**config.mk**
```make
export PLATFORM = sky130hd
export DESIGN_NAME = interrupt_mode_sequencer
export DESIGN_NICKNAME = d
export VERILOG_FILES = /design/src/rtl/norz_int_pkg.sv /design/src/rtl/int_vector_fetch.sv /design/src/rtl/interrupt_mode_sequencer.sv
export SDC_FILE = /design/constraint.sdc
export NUM_CORES = 1
export LEC_CHECK = 0
export ABC_CLOCK_PERIOD_IN_PS = 2800
export CORE_MARGIN = 5
export CORE_UTILIZATION = 47
export CTS_CLUSTER_DIAMETER = 50
export DETAILED_ROUTE_END_ITERATION = 8
export PLACE_DENSITY = 0.8
export SYNTH_ARGS = -nofsm -noshare
export SYNTH_HDL_FRONTEND = slang
export SYNTH_SLANG_ARGS = --single-unit
```
**constraint.sdc**
```tcl
create_clock -name clk -period 2.8 [get_ports clk]
set_input_delay 0.56 -clock clk [delete_from_list [all_inputs] [get_ports clk]]
set_output_delay 0.56 -clock clk [all_outputs]
set_load 0.01 [all_outputs]
```
**src/rtl/norz_int_pkg.sv**
```systemverilog
// Shared definitions for the interrupt-mode sequencer: mode encodings, FSM states,
// default restart vector and the mode-strobe priority helpers.
package norz_int_pkg;

    localparam logic [1:0]  IM_MODE0           = 2'b00;
    localparam logic [1:0]  IM_MODE1           = 2'b01;
    localparam logic [1:0]  IM_MODE2           = 2'b10;
    localparam logic [15:0] RST_VECTOR_DEFAULT = 16'h0038;

    typedef enum logic [2:0] {
        IDLE,
        ACK,
        INJECT,
        PUSH,
        RD_LO,
        RD_HI,
        VECTOR
    } seq_state_t;

    typedef enum logic [1:0] {
        F_IDLE,
        F_LO,
        F_HI
    } fetch_state_t;

    // IM2 beats IM1 beats IM0 when the decoder raises several strobes together.
    function automatic logic [1:0] im_select(input logic [1:0] cur, input logic s0,
                                             input logic s1, input logic s2);
        logic [1:0] res;
        res = cur;
        if (s2)      res = IM_MODE2;
        else if (s1) res = IM_MODE1;
        else if (s0) res = IM_MODE0;
        return res;
    endfunction

    // The unused encoding 11 behaves as IM0.
    function automatic logic [1:0] im_effective(input logic [1:0] m);
        return (m == IM_MODE1 || m == IM_MODE2) ? m : IM_MODE0;
    endfunction

endpackage

```
**src/rtl/int_vector_fetch.sv**
```systemverilog
// IM2 table fetch: reads the low then high vector byte from {I,vector byte} and
// {I,vector byte}+1, and hands the assembled 16-bit vector back to the parent FSM.
module int_vector_fetch
    import norz_int_pkg::*;
(
    input  logic        clk,
    input  logic        reset,
    input  logic        start,
    input  logic [15:0] base_addr,
    input  logic        read_done,
    input  logic [7:0]  data,
    output logic        read_req,
    output logic [15:0] read_addr,
    output logic        hi_phase,
    output logic        done,
    output logic [15:0] vector
);

    fetch_state_t state_q, state_d;
    logic [15:0]  base_q;
    logic [7:0]   lo_q, hi_q;

    always_ff @(posedge clk) begin
        if (reset) begin
            state_q <= F_IDLE;
            base_q  <= 16'h0000;
            lo_q    <= 8'h00;
            hi_q    <= 8'h00;
        end else begin
            state_q <= state_d;
            if (state_q == F_IDLE && start) base_q <= base_addr;
            if (state_q == F_LO && read_done) lo_q <= data;
            if (state_q == F_HI && read_done) hi_q <= data;
        end
    end

    always_comb begin
        state_d   = state_q;
        read_req  = 1'b0;
        read_addr = 16'h0000;
        hi_phase  = 1'b0;
        done      = 1'b0;
        case (state_q)
            F_IDLE: if (start) state_d = F_LO;
            F_LO: begin
                read_req  = 1'b1;
                read_addr = base_q;
                if (read_done) state_d = F_HI;
            end
            F_HI: begin
                read_req  = 1'b1;
                // Natural 16-bit wrap: FFFF is followed by 0000.
                read_addr = base_q + 16'd1;
                hi_phase  = 1'b1;
                if (read_done) begin
                    done    = 1'b1;
                    state_d = F_IDLE;
                end
            end
            default: state_d = F_IDLE;
        endcase
    end

    assign vector = {hi_q, lo_q};

endmodule

```
**src/rtl/interrupt_mode_sequencer.sv**
```systemverilog
// Holds the IM register and runs the maskable-interrupt acknowledge sequence
// (IM0 opcode injection, IM1 restart vector, IM2 push plus table fetch).
module interrupt_mode_sequencer
    import norz_int_pkg::*;
#(
    parameter logic [15:0] RST_VECTOR = RST_VECTOR_DEFAULT,
    parameter int          ACK_CYCLES = 2
) (
    input  logic        clk,
    input  logic        reset,
    input  logic        P2_IM0,
    input  logic        P2_IM1,
    input  logic        P2_IM2,
    input  logic        IntReq,
    input  logic        IFF1,
    input  logic        InstrEnd,
    input  logic [7:0]  I_Reg,
    input  logic [7:0]  DataBus,
    input  logic        PushDone,
    input  logic        ReadDone,
    output logic [1:0]  IM,
    output logic        Busy,
    output logic        IntAck,
    output logic        ClearIFF,
    output logic        PushReq,
    output logic        ReadReq,
    output logic [15:0] ReadAddr,
    output logic        InjectValid,
    output logic [7:0]  InjectOp,
    output logic        VectorValid,
    output logic [15:0] VectorAddr,
    output seq_state_t  fsm_state
);

    localparam int            CW       = (ACK_CYCLES > 1) ? $clog2(ACK_CYCLES) : 1;
    localparam logic [CW-1:0] ACK_LAST = CW'(ACK_CYCLES - 1);

    seq_state_t    state_q, state_d;
    logic [1:0]    im_q, mode_q;
    logic [CW-1:0] cnt_q;
    logic [7:0]    vec_q;
    logic          accept, ack_last;
    logic          fetch_start, fetch_done, fetch_hi;
    logic [15:0]   fetch_vector;

    assign accept   = !reset && state_q == IDLE && InstrEnd && IntReq && IFF1;
    assign ack_last = (cnt_q == ACK_LAST);

    always_ff @(posedge clk) begin
        if (reset) begin
            state_q <= IDLE;
            im_q    <= IM_MODE0;
            mode_q  <= IM_MODE0;
            cnt_q   <= '0;
            vec_q   <= 8'h00;
        end else begin
            state_q <= state_d;
            im_q    <= im_select(im_q, P2_IM0, P2_IM1, P2_IM2);
            // The mode in force before this edge's strobe update owns the sequence.
            if (accept) mode_q <= im_effective(im_q);
            cnt_q <= (state_q == ACK) ? cnt_q + 1'b1 : '0;
            if (state_q == ACK && ack_last) vec_q <= DataBus;
        end
    end

    always_comb begin
        state_d     = state_q;
        ClearIFF    = 1'b0;
        IntAck      = 1'b0;
        PushReq     = 1'b0;
        InjectValid = 1'b0;
        InjectOp    = 8'h00;
        VectorValid = 1'b0;
        VectorAddr  = 16'h0000;
        fetch_start = 1'b0;
        case (state_q)
            IDLE: if (accept) begin
                ClearIFF = 1'b1;
                state_d  = ACK;
            end
            ACK: begin
                IntAck = 1'b1;
                if (ack_last) state_d = (mode_q == IM_MODE0) ? INJECT : PUSH;
            end
            INJECT: begin
                InjectValid = 1'b1;
                InjectOp    = vec_q;
                state_d     = IDLE;
            end
            PUSH: begin
                PushReq = 1'b1;
                if (PushDone) begin
                    if (mode_q == IM_MODE2) begin
                        fetch_start = 1'b1;
                        state_d     = RD_LO;
                    end else begin
                        state_d = VECTOR;
                    end
                end
            end
            // Both table reads live in the fetch unit; the parent just waits for done.
            RD_LO: if (fetch_done) state_d = VECTOR;
            VECTOR: begin
                VectorValid = 1'b1;
                VectorAddr  = (mode_q == IM_MODE1) ? RST_VECTOR : fetch_vector;
                state_d     = IDLE;
            end
            default: state_d = IDLE;
        endcase
    end

    int_vector_fetch u_fetch (
        .clk       (clk),
        .reset     (reset),
        .start     (fetch_start),
        .base_addr ({I_Reg, vec_q}),
        .read_done (ReadDone),
        .data      (DataBus),
        .read_req  (ReadReq),
        .read_addr (ReadAddr),
        .hi_phase  (fetch_hi),
        .done      (fetch_done),
        .vector    (fetch_vector)
    );

    assign IM        = im_q;
    assign Busy      = (state_q != IDLE);
    assign fsm_state = (state_q == RD_LO && fetch_hi) ? RD_HI : state_q;

endmodule

```
# After elaboration in Yosys (flattened, before gate mapping)
# Index checks and enable logic that the tools add are counted.
[word_totals] reg_bits=50 inputBits=26 out_inout_bits=52
[op_classes] n_addsub=2 eq_ne=18 muxes=33 bitwise=1 n_reduce_logical=22
[ops] cell="$mux W16" n=2
[ops] cell="$pmux W16 S2" n=1
[ops] cell="$add A16 B1 Y16 const B" n=1
[ops] cell="$mux W2" n=8
[ops] cell="$mux W3" n=5
[ops] cell="$mux W1" n=14
[ops] cell="$ne A2 B2 Y1 const B" n=6
[ops] cell="$pmux W3 S4" n=1
[ops] cell="$logic_and A1 B1 Y1" n=9
[ops] cell="$mux W8" n=1
[ops] cell="$eq A2 B1 Y1 const B" n=3
[ops] cell="$eq A2 B2 Y1 const B" n=3
[ops] cell="$eq A3 B2 Y1 const B" n=2
[ops] cell="$eq A3 B3 Y1 const B" n=2
[ops] cell="$pmux W2 S3" n=1
[ops] cell="$reduce_bool A3 Y1" n=2
[ops] cell="$reduce_or A2 Y1" n=3
[ops] cell="$logic_not A2 Y1" n=2
[ops] cell="$reduce_and A4 Y1" n=1
[ops] cell="$eq A3 B1 Y1 const B" n=1
[ops] cell="$logic_not A3 Y1" n=1
[ops] cell="$reduce_and A3 Y1" n=1
[ops] cell="$ne A2 B1 Y1 const B" n=1
[ops] cell="$reduce_bool A2 Y1" n=1
[ops] cell="other kinds (4)" n=4

# Logic depth before layout (Yosys ltp)
# Gate-level depths: netlist of the first run.
[depth] depth_word=7 depth_mapped=7 depth_no_buf=6

# Cells and area by module
# From an unflattened synthesis of the first run, not the netlist that was laid out.
[unflattened] hier_cells=368 area_unflattened_um2=2723.9
[by_module_without_submodules] mod="int_vector_fetch" instances=1 cells_per_inst=250 area_per_inst_um2=1836.8 seq_area_each_um2=680.7
[by_module_without_submodules] mod="interrupt_mode_sequencer" instances=1 cells_per_inst=118 area_per_inst_um2=887.1 seq_area_each_um2=320.3

# Worst setup path after synthesis of the first run
# Ideal clock, no wire load.
[synth_timing] path_type="reg-to-output" startpoint="register u_fetch.state_q[0]" endpoint="output port ReadAddr[14]" arrival_time_ps=1751 required_time_ps=2240 path_slack_ps=489 stages_incl_launch_ff=7 path_buffers=1 cell_sequence="dfxtp_1 inv_1 ha_1 clkbuf_1 nand2_1 or4_1 nand3_1"
[synth_between] elab_chain_cells=2
[synth_rtl] element="start: declaration" line_no="int_vector_fetch.sv:19" text="fetch_state_t state_q, state_d;"
[synth_rtl] element="start signal: assignment" line_no="int_vector_fetch.sv:30" text="state_q <= state_d;"
[synth_rtl] element="$eq A2 B2 Y1 / $eq A2 B1 Y1 (equally long branches)" line_no="int_vector_fetch.sv:43" text="case (state_q)"
[synth_rtl] element="$pmux W16 S2 (*)" line_no="int_vector_fetch.sv:43"
[synth_rtl] element="end: declaration" line_no="interrupt_mode_sequencer.sv:27" text="output logic [15:0] ReadAddr,"
# Every way passes the cells marked *; elsewhere a longest branch is shown, timed or not.

# Worst setup path after layout of the first run
[layout_timing] startpoint="register u_fetch.base_q[1]" endpoint="output port ReadAddr[12]"
[layout_between] elab_chain_cells=2
[layout_rtl] element="start: declaration" line_no="int_vector_fetch.sv:20" text="logic [15:0] base_q;"
[layout_rtl] element="start signal: assignment" line_no="int_vector_fetch.sv:31" text="if (state_q == F_IDLE && start) base_q <= base_addr;"
[layout_rtl] element="$add A16 B1 Y16" line_no="int_vector_fetch.sv:53" text="read_addr = base_q + 16'd1;"
[layout_rtl] element="$pmux W16 S2" line_no="int_vector_fetch.sv:43"
# Every way passes these cells.

==> summary.txt, run 1 <==
CTS Hold Buffers Added: 0
Final Cell Area: 0.00375 mm^2
Synth unique cells: 48
Hpwl dp: 5430 um
Net count, final: 456
Synth Area in XOR/XNOR: 0
Worst Tran Pin Value: 522 ps
DIE HEIGHT: 85.2 um
Post-synthesis compound-gate area fraction: 0.149
Total GRT Usage: 0.206
Total CTS buffers: 5
Sequential share of power: 0.561
Sequential area share after synthesis: 0.377
# fillers: 469
Leak: 1.59 nW
Synthesized flop and latch total: 50
Hold Path Depth: 1
Largest family of logic cells by synthesized area: simple AND/OR/NAND/NOR gates
Crit. End Element: output port
Setup Viol. Count Final: 0
HP Class: reg -> reg
Core footprint: 0.00551 mm^2
Post-DR vias/cell: 5.41
Vias in the first global route: 2,688
Power density cells: 351 mW/mm^2
Root buf cell: clkbuf_8
Most frequent cells in the layout: 65 x clkdlybuf4s50_1, 49 x nor2_1, 45 x dfxtp_1
Final hold violations: 0
Max-Cap Viols: 0
Hold Crit Start: ack_last
Sw power: 0.325 mW
Area after DPL: 0.00358 mm^2
Max Root-Sink Buffers: 2
Ys flop type: dfxtp_1
Mapped cell area: 0.00266 mm^2
CP Class: reg -> out
F_max: 361 MHz
Syn_nets: 371
Reg-to-reg slack, setup: 1060 ps
Logic pwr share: 0.132
Sw frac: 0.247
Post-synthesis mux area share: 0.0984
Placer Congestion: 0.905
CTS tree: done
Data required time at the worst endpoint: 2240 ps
I/O pin total: 78
Clock power share: 0.306
Post-synth ARST share: 0
First-pass GRT wire length: 12,400 um
Post-route ant nets: 0
Largest area contributor in the netlist: dfxtp_1
Period utilization: 0.991
Routed WL: 7360 um
Clock H-tree levels: 2
Util after Layout: 0.681
Clock transition at path regs: 80 ps
Peak VDD IR: 223 uV
Max Slew Vio Count: 0
Routed vias: 2,693
Initial Util: 0.482
WHS Endpoint: ack_last
Largest net degree at the start of global routing: 52
Synth top area cells: dfxtp_1 38%, mux2i_1 9.4%, nor2_1 6.9%
Die ar.: 0.00725 mm^2
P_int: 0.992 mW
Worst R2R End: u_fetch.state_q[1]
Synth top area share: 0.377
Sink Count: 50
DR WL/cell: 14.8 um
N_diodes: 0
Syn-to-layout area delta: 41.2%
Post-synth EDFFs: 0
First-pass DRT Iterations: 4
Most common cell after layout, fill and taps aside: clkdlybuf4s50_1
Syn Inst Count: 341
Reg2Reg Depth: 6
Grt ovf: 0
Synth warn: 0
Worst slew margin: 0.652
Status: finished clean
Layout cells sized above 1: 0.127
Detailed Route Iter0 Violations: 240
Latest clock arrival within the worst-skew pair: 300 ps
Tmin final: 2770 ps
# rows: 27
Die width: 85.2 um
Skew final: 10.3 ps
FF-to-FF Start: u_fetch.state_q[1]
RSZ-0062 raised after global routing: true
Post-Synth Simple-Gate Area: 0.308
# DRC: 0
Post-Syn Area per Cell: 7.79 um^2
Port Buffers: 77
CP Data Arrival Time: 2210 ps
Adder-Cell Fraction of Synth Area: 0.0188
Crit Path Max Fanout: 4
Element type at the critical path start: register
Initial antenna violation count: 0
==> area by class of cell <==
type                    instances  area (um^2)  share of cell area
repair buffers                 99          955               0.255
clock buffers                   5         68.8              0.0184
multi-input cells             258         1570               0.418
inverters                      12         45.0              0.0120
well taps                      72         90.1              0.0240
clock inverters                 2         15.0             0.00400
flip-flops and latches         50         1010               0.269
==> registers in the layout, summed over array words and instances (netlist names) <==
signal / flops
mode_q: 2
u_fetch.state_q: 2
state_q: 3
vec_q: 8
u_fetch.hi_q: 8
u_fetch.lo_q: 8
ack_last: 1
u_fetch.base_q: 16
IM: 2
==> routing by layer <==
layer / track usage / share of wire / up-vias
met3: 0.0408 / 0.065 / 7
met2: 0.332 / 0.46 / 84
met4: 0.0748 / 0.0086 / 0
li1: - / - / 1351
met5: 0 / 0 / -
met1: 0.272 / 0.46 / 1251
==> synthesized netlist by cell type, drive strengths merged (4+ instances only) <==
cell type and instances:
and2 24, a31oi 4, clkbuf 17, nand3 18
buf 4, ha 4, dfxtp 50, o21ai 12
a21oi 27, nor3 5, nand2 38, mux2i 25
nor2 49, and3 5, nor4 4, inv 12
==> stage by stage <==
stage / TNS (ps) / total power, mW / setup slack (ps) / instances / hold WS (ps)
3_5_place_dp: 0 / 0.929 / 39.2 / 489 / 439
6_report: 0 / 1.32 / 26.4 / 498 / 449
5_1_grt: -66.4 / 1.37 / -66.4 / 498 / 469
2_1_floorplan: 0 / 0.837 / 489 / 341 / 415
4_1_cts: 0 / 1.33 / 13.7 / 498 / 452
3_3_place_gp: 0 / 0.927 / 125 / 489 / 429
==> power by group through the flow <==
stage	logic, mW	registers, mW	clock network [mW]
floorplan	0.0870	0.750	0
global placement	0.172	0.755	0
detailed placement	0.173	0.755	0
CTS	0.175	0.739	0.413
global route	0.190	0.742	0.434
finish	0.174	0.739	0.403
==> kinds of logic after synthesis <==
family	Yosys count
flops	50
simple gates	164
fa+ha+maj	4
compound gates	64
buf+inv	33
mux	26
==> worst max-delay path by stage <==
stage               slack (ps)           end                from
floorplan                  490  ReadAddr[14]  u_fetch.state_q[0]
detailed placement          40  ReadAddr[12]   u_fetch.base_q[0]
global placement           130  ReadAddr[12]   u_fetch.base_q[0]
CTS                         10   ReadAddr[9]  u_fetch.state_q[0]
finish                      30  ReadAddr[12]   u_fetch.base_q[1]
global route               -70  ReadAddr[12]   u_fetch.base_q[1]
==> worst max-delay path, cell delays in order (launching register included) <==
cell and delay (ps):
dfxtp_1 350, ha_2 220, nand3_2 130, or4_4 540, or3_1 320, nand3_1 90
dlygate4sd2_1 270
==> what timing repair did <==
item                       in CTS  in global routing
setup endpoints to repair      10                 32
setup buffers                   2                  0
pin swaps                       2                  1
gates resized for setup        10                 18
Note: power is estimated with default switching activity, not from simulation.
==> run 2, diff against run 1 <==
Settings changed: ABC_CLOCK_PERIOD_IN_PS 2800 to default, CTS_CLUSTER_SIZE from default to 40.
==> results of run 2 <==
Final layout, timing and power as in run 1 (identical DEF).
==> run 3, diff against run 2 <==
Settings changed: REMOVE_ABC_BUFFERS from default to 1.
==> run 3 against run 2 <==
Cell area shrank 0.83%. Non-clock buffer count shrank 4. Clock skew shrank 5.6 ps. Power grew 2.8%. Critical endpoint is now ReadAddr[8]. Highest routed layer unchanged. First-iteration DRC count shrank 50%. Global-route usage shrank 0.70 points. Wire length shrank 2.8%.
==> summary.txt, run 3 (synthesis results as in run 1) <==
Status: finished clean
Power density cells: 364 mW/mm^2
Element type at the critical path start: register
Initial antenna violation count: 0
DIE HEIGHT: 85.2 um
Clock transition at path regs: 90 ps
DR WL/cell: 14.5 um
Post-route ant nets: 0
Core footprint: 0.00551 mm^2
Most common cell after layout, fill and taps aside: clkdlybuf4s50_1
# DRC: 0
Max Root-Sink Buffers: 2
Die width: 85.2 um
CP Class: reg -> out
Max-Cap Viols: 0
Hold Crit Start: u_fetch.hi_q[6]
N_diodes: 0
Root buf cell: clkbuf_8
CTS Hold Buffers Added: 0
Largest net degree at the start of global routing: 52
Sink Count: 50
RSZ-0062 raised after global routing: true
Critical-path cell list: inv_1, ha_1, buf_4, and2_2, nand2_1, a31oi_1, a311o_1, dlygate4sd2_1
Die ar.: 0.00725 mm^2
Worst Tran Pin Value: 525 ps
Clock H-tree levels: 2
First-pass GRT wire length: 11,900 um
Worst path top cell family by delay: buffers and inverters
Buf/Inv on CP: 3
Grt ovf: 0
Dpl cells: 485
Crit Path Max Fanout: 10
Leak: 1.53 nW
Initial Util: 0.482
Detailed Route Iter0 Violations: 120
CP max-delay cell: dfxtp_1
Net count, final: 452
CTS tree: done
Syn-to-layout area delta: 40.0%
Latest clock arrival within the worst-skew pair: 310 ps
# rows: 27
Most frequent cells in the layout: 67 x clkdlybuf4s50_1, 48 x nor2_1, 44 x dfxtp_1
# fillers: 475
Worst slew margin: 0.650
Peak VDD IR: 342 uV
CP Data Arrival Time: 2190 ps
Data required time at the worst endpoint: 2240 ps
Total CTS buffers: 5
Non-filler cells, final: 495
Final Hold Slack: 457 ps
Routed WL: 7150 um
First-pass DRT Iterations: 4
FF-to-FF Start: state_q[2]
Skew final: 4.67 ps
Port Buffers: 77
Vias in the first global route: 2,547
Post-DR vias/cell: 5.38
I/O pin total: 78
Largest register FFs: 16
Top reg by flops: u_fetch.base_q
Crit. End Element: output port
Final hold violations: 0
Tmin final: 2750 ps
Placer Congestion: 0.862
Setup Viol. Count Final: 0
Period utilization: 0.983
Routed vias: 2,661
Slowest Stage Delay on Critical Path: 340 ps
HP Class: reg -> reg
Layout cells sized above 1: 0.123
Setup crit start: u_fetch.state_q[0]
Max Slew Vio Count: 0
F_max: 363 MHz
Total GRT Usage: 0.199
Hpwl dp: 5270 um
-- run 3: changes by cell type in the layout (fill, tap and decap cells not counted), sizes merged --
cell,change
dlygate4sd2,-2
buf,-3
clkdlybuf4s15,+1
clkbuf,+1
dlymetal6s2s,-2
clkinv,+1
clkdlybuf4s50,+2
clkinvlp,-1
-- run 3: metrics by stage --
step / setup WS [ps] / power, mW / util / cell area, um^2 / setup TNS (ps)
after global placement: 163 / 0.927 / 0.644 / 3550 / 0
final: 46.4 / 1.35 / 0.675 / 3720 / 0
after floorplan: 601 / 0.824 / - / 2570 / 0
after CTS: -95.0 / 1.36 / 0.666 / 3660 / -184
after global routing: -42.1 / 1.41 / 0.675 / 3720 / -43.3
after detailed placement: 120 / 0.929 / 0.644 / 3550 / 0
-- run 3: worst reg2reg max path: cells and delay by family, from the launching register on --
family / cells / cell delay (ps)
AO/OA/AOI/OAI: 1 / 140
flip-flops: 1 / 390
AND/OR/NAND/NOR: 3 / 1080
-- run 3: timing repair --
item                       in CTS  in global routing
buffers inserted                2                  0
pin swaps                       2                  0
gates resized for setup         4                 22
setup endpoints to repair       6                 28
-- run 3: metal layers --
metal  vias to the layer above  wire length [um]  track usage
li1                       1345                 -            -
met1                      1229              3230        0.257
met2                        77              3380        0.330
met3                        10               445       0.0495
met4                         0                99       0.0532
met5                         -                 0            0
-- run 3: path summary, 6_finish.rpt --
check,end,slack [ps],depth (start not counted)
worst min-delay path,u_fetch.hi_q[6],460,2
worst min register to register,u_fetch.hi_q[6],460,2
worst max-delay path,ReadAddr[8],50,8
worst max register to register,mode_q[0],1120,4
-- run 3: layout make-up --
type | instances | area [um^2] | area share
multi-input cells | 258 | 1560 | 0.420
flip-flops and latches | 50 | 1010 | 0.271
repair buffers | 95 | 917 | 0.247
well taps | 72 | 90.1 | 0.0242
clock buffers | 6 | 82.6 | 0.0222
inverters | 12 | 45.0 | 0.0121
clock inverters | 2 | 12.5 | 0.00336
-- run 3: where the power goes --
group / total (mW) / internal [mW] / switching [mW]
registers: 0.740 / 0.723 / 0.0171
clock network: 0.440 / 0.199 / 0.241
logic: 0.175 / 0.0975 / 0.0770
total: 1.35 / 1.02 / 0.335
